### src/rtl/regn_pipe_if.sv
`default_nettype none
// ============================================================================
//  Module      : regn_pipe_if
//  Description : Producer/consumer handshake bundle for regn_pipe.
//                master : the side that drives en/flush/in_valid/D/out_ready
//                         and observes in_ready/out_valid/q (and count).
//                slave  : the pipeline itself.
//                Signals:
//                  en        global enable, 0 freezes every stage
//                  flush     synchronous clear of all stage valid bits
//                  in_valid  producer presents a word on D
//                  in_ready  pipeline accepts D this cycle
//                  D         input data, N bits
//                  out_valid last stage holds a valid word
//                  out_ready consumer accepts q this cycle
//                  q         data of last stage, N bits
//                  count     occupancy, only with REGN_PIPE_COUNT_EN defined
//  Config      : REGN_PIPE_COUNT_EN adds the count signal.
//  Revision    : 1.0  initial release
// ============================================================================
interface regn_pipe_if #(
    parameter int N     = 8,
    parameter int DEPTH = 2
);

    logic         en;
    logic         flush;
    logic         in_valid;
    logic         in_ready;
    logic [N-1:0] D;
    logic         out_valid;
    logic         out_ready;
    logic [N-1:0] q;
`ifdef REGN_PIPE_COUNT_EN
    localparam int c_cnt_w = $clog2(DEPTH + 1);
    logic [c_cnt_w-1:0] count;
`endif

    modport master (
        output en,
        output flush,
        output in_valid,
        output D,
        output out_ready,
        input  in_ready,
        input  out_valid,
        input  q
`ifdef REGN_PIPE_COUNT_EN
        ,
        input  count
`endif
    );

    modport slave (
        input  en,
        input  flush,
        input  in_valid,
        input  D,
        input  out_ready,
        output in_ready,
        output out_valid,
        output q
`ifdef REGN_PIPE_COUNT_EN
        ,
        output count
`endif
    );

endinterface
`default_nettype wire

### src/rtl/regn_pipe.sv
`default_nettype none
// ============================================================================
//  Module      : regn_pipe
//  Description : Parametrised elastic register pipeline, N bits wide and
//                DEPTH stages deep, with valid/ready flow control on both
//                sides, a global hold enable and a synchronous flush.
//                Bubbles collapse: an empty stage always accepts a word.
//  Ports       : clk   rising-edge clock
//                rest  asynchronous active-high reset (clears valid and data)
//                pipe  regn_pipe_if.slave handshake bundle (en, flush,
//                      in_valid/in_ready/D, out_valid/out_ready/q, count)
//  Parameters  : N     data width (>= 1)
//                DEPTH number of register stages (>= 1)
//  Config      : REGN_PIPE_COUNT_EN defined -> registered occupancy counter
//                driven onto pipe.count; undefined -> no counter logic.
//  Revision    : 1.0  initial release
// ============================================================================
module regn_pipe #(
    parameter int N     = 8,
    parameter int DEPTH = 2
) (
    input  wire logic   clk,
    input  wire logic   rest,
    regn_pipe_if.slave  pipe
);

    // ------------------------------------------------------------------
    // Stage state: stage 0 is the input side, DEPTH-1 the output side.
    // ------------------------------------------------------------------
    logic [DEPTH-1:0] r_v;
    logic [N-1:0]     r_d [DEPTH];

    logic [DEPTH-1:0] w_rdy;     // stage can take a word this cycle
    logic [DEPTH-1:0] w_load;    // stage captures a word at the next edge
    logic [DEPTH-1:0] w_leave;   // stage hands its word on at the next edge
    logic [N-1:0]     w_src [DEPTH];
    logic             w_acc;
    logic             w_in_ready;
    logic             w_push;
    logic             w_pop;

    // ------------------------------------------------------------------
    // Readiness chain. A stage is ready when it, or any stage downstream
    // of it, is empty, or when the consumer is taking the last word.
    // Accumulated in a local variable walking from the output side so the
    // chain has no self-referencing vector.
    // ------------------------------------------------------------------
    always_comb begin : p_ready
        w_rdy = '0;
        w_acc = pipe.out_ready;
        for (int i = DEPTH - 1; i >= 0; i--) begin
            w_acc    = w_acc | ~r_v[i];
            w_rdy[i] = w_acc;
        end
    end

    // Flush wins over everything: nothing enters while it is asserted.
    assign w_in_ready = pipe.en & ~pipe.flush & w_rdy[0];
    assign w_push     = pipe.in_valid & w_in_ready;
    // The pop is seen by the consumer even in a flush cycle; the stage is
    // cleared by the flush either way.
    assign w_pop      = r_v[DEPTH-1] & pipe.out_ready & pipe.en;

    // ------------------------------------------------------------------
    // Per-stage load / leave decode and data source selection.
    // Inter-stage moves are suppressed during flush so d[] keeps its value.
    // ------------------------------------------------------------------
    for (genvar gi = 0; gi < DEPTH; gi++) begin : g_stage
        if (gi == 0) begin : g_head
            assign w_load[gi] = w_push;
            assign w_src[gi]  = pipe.D;
        end else begin : g_body
            assign w_load[gi] = r_v[gi-1] & w_rdy[gi] & pipe.en & ~pipe.flush;
            assign w_src[gi]  = r_d[gi-1];
        end

        if (gi == DEPTH - 1) begin : g_tail
            assign w_leave[gi] = w_pop;
        end else begin : g_mid
            assign w_leave[gi] = w_load[gi+1];
        end
    end

    // ------------------------------------------------------------------
    // Stage registers. A stage stays valid if it keeps its word or gets a
    // new one; data registers change only on a load.
    // ------------------------------------------------------------------
    always_ff @(posedge clk or posedge rest) begin
        if (rest) begin
            r_v <= '0;
            for (int i = 0; i < DEPTH; i++) begin
                r_d[i] <= '0;
            end
        end else begin
            for (int i = 0; i < DEPTH; i++) begin
                if (pipe.flush) begin
                    r_v[i] <= 1'b0;
                end else begin
                    r_v[i] <= w_load[i] | (r_v[i] & ~w_leave[i]);
                end
                if (w_load[i]) begin
                    r_d[i] <= w_src[i];
                end
            end
        end
    end

    assign pipe.in_ready  = w_in_ready;
    assign pipe.out_valid = r_v[DEPTH-1];
    assign pipe.q         = r_d[DEPTH-1];

    // ------------------------------------------------------------------
    // Optional occupancy counter, updated at the same edge as r_v.
    // A push and a pop in the same cycle cancel out.
    // ------------------------------------------------------------------
`ifdef REGN_PIPE_COUNT_EN
    localparam int                 c_cnt_w = $clog2(DEPTH + 1);
    localparam logic [c_cnt_w-1:0] c_one   = c_cnt_w'(1);

    logic [c_cnt_w-1:0] r_count;

    always_ff @(posedge clk or posedge rest) begin
        if (rest) begin
            r_count <= '0;
        end else if (pipe.flush) begin
            r_count <= '0;
        end else if (w_push && !w_pop) begin
            r_count <= r_count + c_one;
        end else if (w_pop && !w_push) begin
            r_count <= r_count - c_one;
        end
    end

    assign pipe.count = r_count;
`else
    // Occupancy tracking not built; the handshake alone carries flow control.
`endif

endmodule
`default_nettype wire

### src/flat_wrapper.sv
// flat-port wrapper written by rule: the top's interface ports become plain ports
module regn_pipe_flat 
#(
    parameter int N     = 8,
    parameter int DEPTH = 2
)
  (clk, rest, pipe_en, pipe_flush, pipe_in_valid, pipe_D, pipe_out_ready, pipe_in_ready, pipe_out_valid, pipe_q);
  regn_pipe_if #(.N(N), .DEPTH(DEPTH)) pipe_i ();
  input  wire logic clk;
  input  wire logic rest;
  input wire logic [$bits(pipe_i.en)-1:0] pipe_en;
  input wire logic [$bits(pipe_i.flush)-1:0] pipe_flush;
  input wire logic [$bits(pipe_i.in_valid)-1:0] pipe_in_valid;
  input wire logic [$bits(pipe_i.D)-1:0] pipe_D;
  input wire logic [$bits(pipe_i.out_ready)-1:0] pipe_out_ready;
  output wire logic [$bits(pipe_i.in_ready)-1:0] pipe_in_ready;
  output wire logic [$bits(pipe_i.out_valid)-1:0] pipe_out_valid;
  output wire logic [$bits(pipe_i.q)-1:0] pipe_q;
  assign pipe_i.en = pipe_en;
  assign pipe_i.flush = pipe_flush;
  assign pipe_i.in_valid = pipe_in_valid;
  assign pipe_i.D = pipe_D;
  assign pipe_i.out_ready = pipe_out_ready;
  assign pipe_in_ready = pipe_i.in_ready;
  assign pipe_out_valid = pipe_i.out_valid;
  assign pipe_q = pipe_i.q;
  regn_pipe #(.N(N), .DEPTH(DEPTH)) u_core (.clk(clk), .rest(rest), .pipe(pipe_i));
endmodule
### config.mk
export PLATFORM = sky130hd
export DESIGN_NAME = regn_pipe_flat
export DESIGN_NICKNAME = d
export VERILOG_FILES = /design/src/rtl/regn_pipe_if.sv /design/src/rtl/regn_pipe.sv /design/src/flat_wrapper.sv
export SDC_FILE = /design/constraint.sdc
export NUM_CORES = 1
export LEC_CHECK = 0
export ABC_AREA = 1
export BUFFER_PORTS_ARGS = -buffer_cell sky130_fd_sc_hd__buf_4
export CAP_MARGIN = 10
export CORE_MARGIN = 8
export CORE_UTILIZATION = 40
export DETAILED_ROUTE_END_ITERATION = 6
export SLEW_MARGIN = 20
export SYNTH_ARGS = -nofsm -noshare
export SYNTH_HDL_FRONTEND = slang
export SYNTH_SLANG_ARGS = --single-unit
### constraint.sdc
create_clock -name clk -period 2.3 [get_ports clk]
set_input_delay 0 -clock clk [delete_from_list [all_inputs] [get_ports clk]]
set_output_delay 0 -clock clk [all_outputs]
set_load 0.005 [all_outputs]
==> run_results.csv, run 1 <==
group,metric,value,unit
outcome,status,"finished clean",
global_routing,grt_use_total,9.08,%
critical_path,path_max_fanout,17,
sta,fmax,865,MHz
route,vias,624,
clocking,cts_resized,0,
layout,finish.instance_area,1150,µm²
synthesis,yosys.area.top_type,"dfrtp_1",
route,drt-total-wl,1630,µm
critical_path,end_kind,"flop",
place,dp.cells,135,
synthesis,synthTopCellsByArea,"dfrtp_1 50%, o21ai_2 15%, inv_1 9.1%, nand2_1 7.9%, buf_4 6.6%",
power,intPower,0.545,mW
clocking,clk_latency,0.29,ns
worst_hold_path,hold_end,"u_core.r_v[1]$_DFF_PP0_",
synthesis,async_flop_share,100,%
power,swShare,28.2,%
place,dp_hpwl,1180,µm
critical_path,reg2reg_to,"u_core.r_d[9]$_DFFE_PP0P_",
place,placed_area,1030,µm²
floorplan,die_x,63.6,µm
power,p_comb_share,26.3,%
sta,hold_viol,0,
worst_hold_path,min_from,"pipe_out_ready",
sta,report.final.setup_viol,0,
route,first_pass_iters,4,
clocking,htreeDepth,1,
layout,finalNetCount,136,
synthesis,ys_seq_area_share,49.7,%
global_routing,grt_overflow,0,
synthesis,synth_edf_count,0,
power,switchingPower,0.214,mW
synthesis,syn_nets,108,
critical_path,arrival,1.34,ns
worst_hold_path,min_path_cells,4,
synthesis,synth_common_cells,"22 x inv_1, 19 x nand2_1, 18 x dfrtp_1, 16 x o21ai_2, 8 x buf_4",
synthesis,synth_most_common_cell,"inv_1",
critical_path,worst-r2r-setup-slack,1.14,ns
synthesis,synth.avg_cell_area,9.64,µm²
layout,syn_to_final_growth,27.3,%
global_routing,grt_pass1_vias,644,
power,clockPowerShare,20.4,%
sta,slew_violations,0,
clocking,clkSinkCount,18,
route,wl_per_cell,11.0,µm
layout,stdcell_count,148,
clocking,cts_tree,"built",
route,postRouteAntennaNets,0,
sta,slew_headroom,55.2,%
synthesis,netlist_area,906,µm²
sta,tightest_slew,0.671,ns
synthesis,synth_cell_types,13,
clocking,cts_buffers,3,
sta,finalWorstSetupSlack,1.14,ns
sta,post-route-period-util,50.2,%
sta,skew,0.000533,ns
critical_path,r2r_start,"u_core.r_v[0]$_DFF_PP0_",
synthesis,yosysTopAreaCellShare,49.7,%
floorplan,initial_utilization,41.8,%
worst_hold_path,hold_class,"in2reg",
critical_path,r2r_cells,4,
job,drv_cap,0,
floorplan,core_area,2170,µm²
power,p_leak,0.603,nW
critical_path,required,2.49,ns
sta,fin_tns_setup,0,ns
global_routing,grt_max_degree,19,
clocking,cts-root-buf,"clkbuf_4",
route,vias_per_cell,4.22,
floorplan,dieArea,4040,µm²
route,drc_errors,0,
global_routing,antenna_found_initial,0,
place,pre_cts_ws,1.16,ns
critical_path,critPathLaunchType,"flop",
power,seq_power_share,53.3,%
floorplan,dieHeight,63.6,µm
route,dr.first_iter.drc_count,10,
critical_path,crit_type,"reg2reg",
power,p_per_area,659,nW/µm²
layout,diodes,0,
synthesis,synth_cells,94,
global_routing,grt_pass1_wl,2880,µm
sta,rsz0062_at_grt,"no",
clocking,cts.clk_slew.worst_paths,0.10,ns
clocking,clk_path_buf_depth,2,
synthesis,synth_ff_type,"dfrtp_1",
power,vdd_drop_max,0.413,mV
sta,post-route-min-period,1.16,ns
floorplan,row_count,17,
place,port_buffers,23,
layout,drive_gt1_share,38.3,%
place,routabilityCongestion,0.839,
synthesis,yosys_warnings,0,
synthesis,ys_ff_latch,18,
floorplan,ios,24,
## stage by stage
step | hold slack, ns | utilization (%) | power, mW
after floorplan | -0.0614 | - | 0.557
after global placement | 0.153 | 47.5 | 0.598
after detailed placement | 0.149 | 47.5 | 0.604
after CTS | 0.0682 | 53.2 | 0.775
after global routing | 0.121 | 53.2 | 0.813
final | 0.0844 | 53.2 | 0.760
## worst max path at each step
stage	from	end	slack, ns	cells after the start
after floorplan	u_core.r_v[1]$_DFF_PP0_	u_core.r_d[10]$_DFFE_PP0P_	1.25	5
after global placement	u_core.r_v[1]$_DFF_PP0_	u_core.r_d[11]$_DFFE_PP0P_	1.21	4
after detailed placement	u_core.r_v[0]$_DFF_PP0_	u_core.r_d[11]$_DFFE_PP0P_	1.16	4
after CTS	u_core.r_v[0]$_DFF_PP0_	u_core.r_d[9]$_DFFE_PP0P_	1.14	4
after global routing	u_core.r_v[0]$_DFF_PP0_	u_core.r_d[11]$_DFFE_PP0P_	1.02	4
final	u_core.r_v[0]$_DFF_PP0_	u_core.r_d[9]$_DFFE_PP0P_	1.14	4
## kinds of logic after synthesis
logic type / synth area share [%]
flops: 49.7
compound gates: 18.1
simple gates: 13.9
buf+inv: 18.2
## timing repair
action	CTS	global route
hold endpoints to repair	28	0
hold buffers	10	0
buffers inserted	0	0
## state kept, by name, summed over array words and instances, names as in the netlist
| signal | count |
|---|---|
| u_core.r_v | 2 |
| u_core.r_d | 8 |
| u_core.pipe.q | 8 |
## per-layer routing
layer,global-route usage (%),vias up,part of all wire [%]
met5,0,-,0
met4,5.01,0,1.8
met3,4.24,4,5.7
met2,15.2,14,50
met1,9.11,274,42
li1,-,332,-
## worst max-delay path: stages, from the launching register on
cell and delay [ns]:
dfrtp_1 0.43, nand3_1 0.17, nand3_4 0.23, nand2_1 0.16
o21ai_2 0.06
## power groups by stage
stage          Clock (mW)  Combinational [mW]  Sequential [mW]
2_1_floorplan           0               0.154            0.403
3_3_place_gp            0               0.188            0.410
3_5_place_dp            0               0.192            0.412
4_1_cts             0.164               0.205            0.406
5_1_grt             0.176               0.224            0.412
6_report            0.155               0.200            0.405
## cell usage in the layout, fill, tap and decap left out, drive strengths merged
| cell | netlist | layout |
|---|---|---|
| nand2 | 19 | 19 |
| clkbuf | 0 | 3 |
| inv | 22 | 22 |
| dfrtp | 18 | 18 |
| dlygate4sd3 | 0 | 10 |
| a21oi | 2 | 2 |
| nand3 | 3 | 3 |
| nor2 | 2 | 2 |
| buf | 10 | 23 |
| o21ai | 18 | 18 |
## area by class of cell
cell class | count | area [µm²]
fill | 219 | 1020
sequential | 18 | 450
multi-input combinational | 44 | 290
timing repair buffer | 33 | 273
inverter | 22 | 82.6
tap | 28 | 35.0
clock buffer | 3 | 22.5
Power figures use the tool's default switching activity.
==> inputs of run 2 (changes only) <==
clock period = 1.2 ns   (was 2.3 ns; I/O delays follow)
==> run_results.csv, run 2 (synthesis results as in run 1) <==
group,metric,value,unit
outcome,status,"finished clean",
clocking,cts.clk_slew.worst_paths,0.11,ns
global_routing,grt_max_degree,19,
global_routing,grt_pass1_wl,2750,µm
critical_path,critical_path.cell_chain,"dlygate4sd3_1, buf_4, nor2_4, nand3_4, nand2_1, o21ai_2",
floorplan,die_x,63.6,µm
critical_path,critPathLaunchType,"input port",
route,drc_errors,0,
sta,skew,0.00364,ns
clocking,htreeDepth,1,
power,p_leak,0.612,nW
route,postRouteAntennaNets,0,
layout,stdcell_count,150,
route,wl_per_cell,11.3,µm
clocking,cts-root-buf,"clkbuf_4",
critical_path,path_max_fanout,17,
global_routing,grt_pass1_vias,636,
clocking,clkSinkCount,18,
clocking,clk_latency,0.30,ns
floorplan,dieArea,4040,µm²
critical_path,cpPeakStageDelay,0.53,ns
sta,whs,0.0308,ns
sta,slew_violations,0,
route,dr.first_iter.drc_count,12,
place,port_buffers,23,
critical_path,crit_type,"in2reg",
layout,final_common_cell,"buf_4",
sta,post-route-min-period,1.17,ns
floorplan,row_count,17,
route,vias,638,
place,dp.cells,135,
global_routing,grt_use_total,8.38,%
floorplan,initial_utilization,41.8,%
power,vdd_drop_max,0.616,mV
route,first_pass_iters,4,
critical_path,slowest_stage,"dlygate4sd3_1",
floorplan,core_area,2170,µm²
sta,hold_viol,0,
floorplan,dieHeight,63.6,µm
route,drt-total-wl,1700,µm
layout,final_cell_mix,"23 x buf_4, 22 x inv_1, 18 x nand2_1, 18 x dfrtp_1, 16 x o21ai_2",
sta,post-route-period-util,97.4,%
place,dp_hpwl,1160,µm
layout,drive_gt1_share,41.8,%
layout,diodes,0,
sta,slew_headroom,55.4,%
global_routing,antenna_found_initial,0,
layout,finalNetCount,137,
sta,tightest_slew,0.668,ns
worst_hold_path,hold_class,"in2reg",
sta,fin_tns_setup,0,ns
floorplan,ios,24,
sta,rsz0062_at_grt,"yes",
clocking,post-cts-setup-buffers,0,
sta,fmax,855,MHz
power,p_per_area,1300,nW/µm²
sta,report.final.setup_viol,0,
route,vias_per_cell,4.25,
critical_path,required,1.40,ns
clocking,clk_path_buf_depth,2,
job,drv_cap,0,
layout,syn_to_final_growth,31.2,%
global_routing,grt_overflow,0,
critical_path,arrival,1.37,ns
clocking,cts_tree,"built",
clocking,cts_buffers,3,
critical_path,end_kind,"flop",
place,routabilityCongestion,0.823,
layout,postLayoutCoreUtil,54.8,%
## run 2: cell count changes in the layout (fill, tap and decap cells not counted)
cell,previous run,this run
a21oi_2,1,2
nand2_1,19,18
nand3_1,1,0
a21oi_1,1,0
nand3_2,0,2
clkbuf_8,0,1
nand2_2,0,1
## run 2: final timing paths
check | startpoint | to | slack (ns) | cells after the start
max in group asynchronous | rest | u_core.r_d[13]$_DFFE_PP0P_ | 0.43 | 3
max | pipe_flush | u_core.pipe.q[2]$_DFFE_PP0P_ | 0.03 | 6
max reg2reg | u_core.r_v[1]$_DFF_PP0_ | u_core.r_v[0]$_DFF_PP0_ | 0.08 | 3
min | pipe_in_valid | u_core.r_d[11]$_DFFE_PP0P_ | 0.03 | 3
min reg2reg | u_core.pipe.q[5]$_DFFE_PP0P_ | u_core.pipe.q[5]$_DFFE_PP0P_ | 0.49 | 2
min in group asynchronous | rest | u_core.r_d[8]$_DFFE_PP0P_ | 0.35 | 3
## run 2: per-layer routing
layer  global-route usage (%)  up-vias  share of wire, %
met5                        0        -                 0
met1                     9.18      286                44
li1                         -      334                 -
met2                     13.6       13                49
met4                     5.01        0               2.4
met3                     3.00        5               4.7
## run 2: metrics by stage
step	setup WS (ns)	power, mW	cell area [µm²]
after floorplan	0.154	1.07	906
after global placement	0.111	1.15	1030
after detailed placement	0.0718	1.15	1030
after global routing	-0.0323	1.64	1190
after CTS	0.0424	1.56	1170
final	0.0307	1.55	1190
## run 2: critical path: cells and delay by family
kind | cells | cell delay, ns
AO/OA/AOI/OAI | 1 | 0.06
buffers and inverters | 2 | 0.69
AND/OR/NAND/NOR | 3 | 0.61
## run 2: cell type report
type | count | area [µm²]
clock buffer | 4 | 36.3
fill | 207 | 981
inverter | 22 | 82.6
multi-input combinational | 45 | 312
sequential | 18 | 450
tap | 28 | 35.0
timing repair buffer | 33 | 273
## run 2: power breakdown
group	switching [mW]	leakage, nW	internal [mW]
combinational	0.173	0.359	0.216
clock	0.198	0.0210	0.185
sequential	0.0622	0.233	0.716
total	0.433	0.612	1.12
## run 2: timing repair
item,4_1_cts,5_1_grt
hold buffers,10,0
setup endpoints to repair,0,9
gates resized for setup,0,3
hold endpoints to repair,28,0
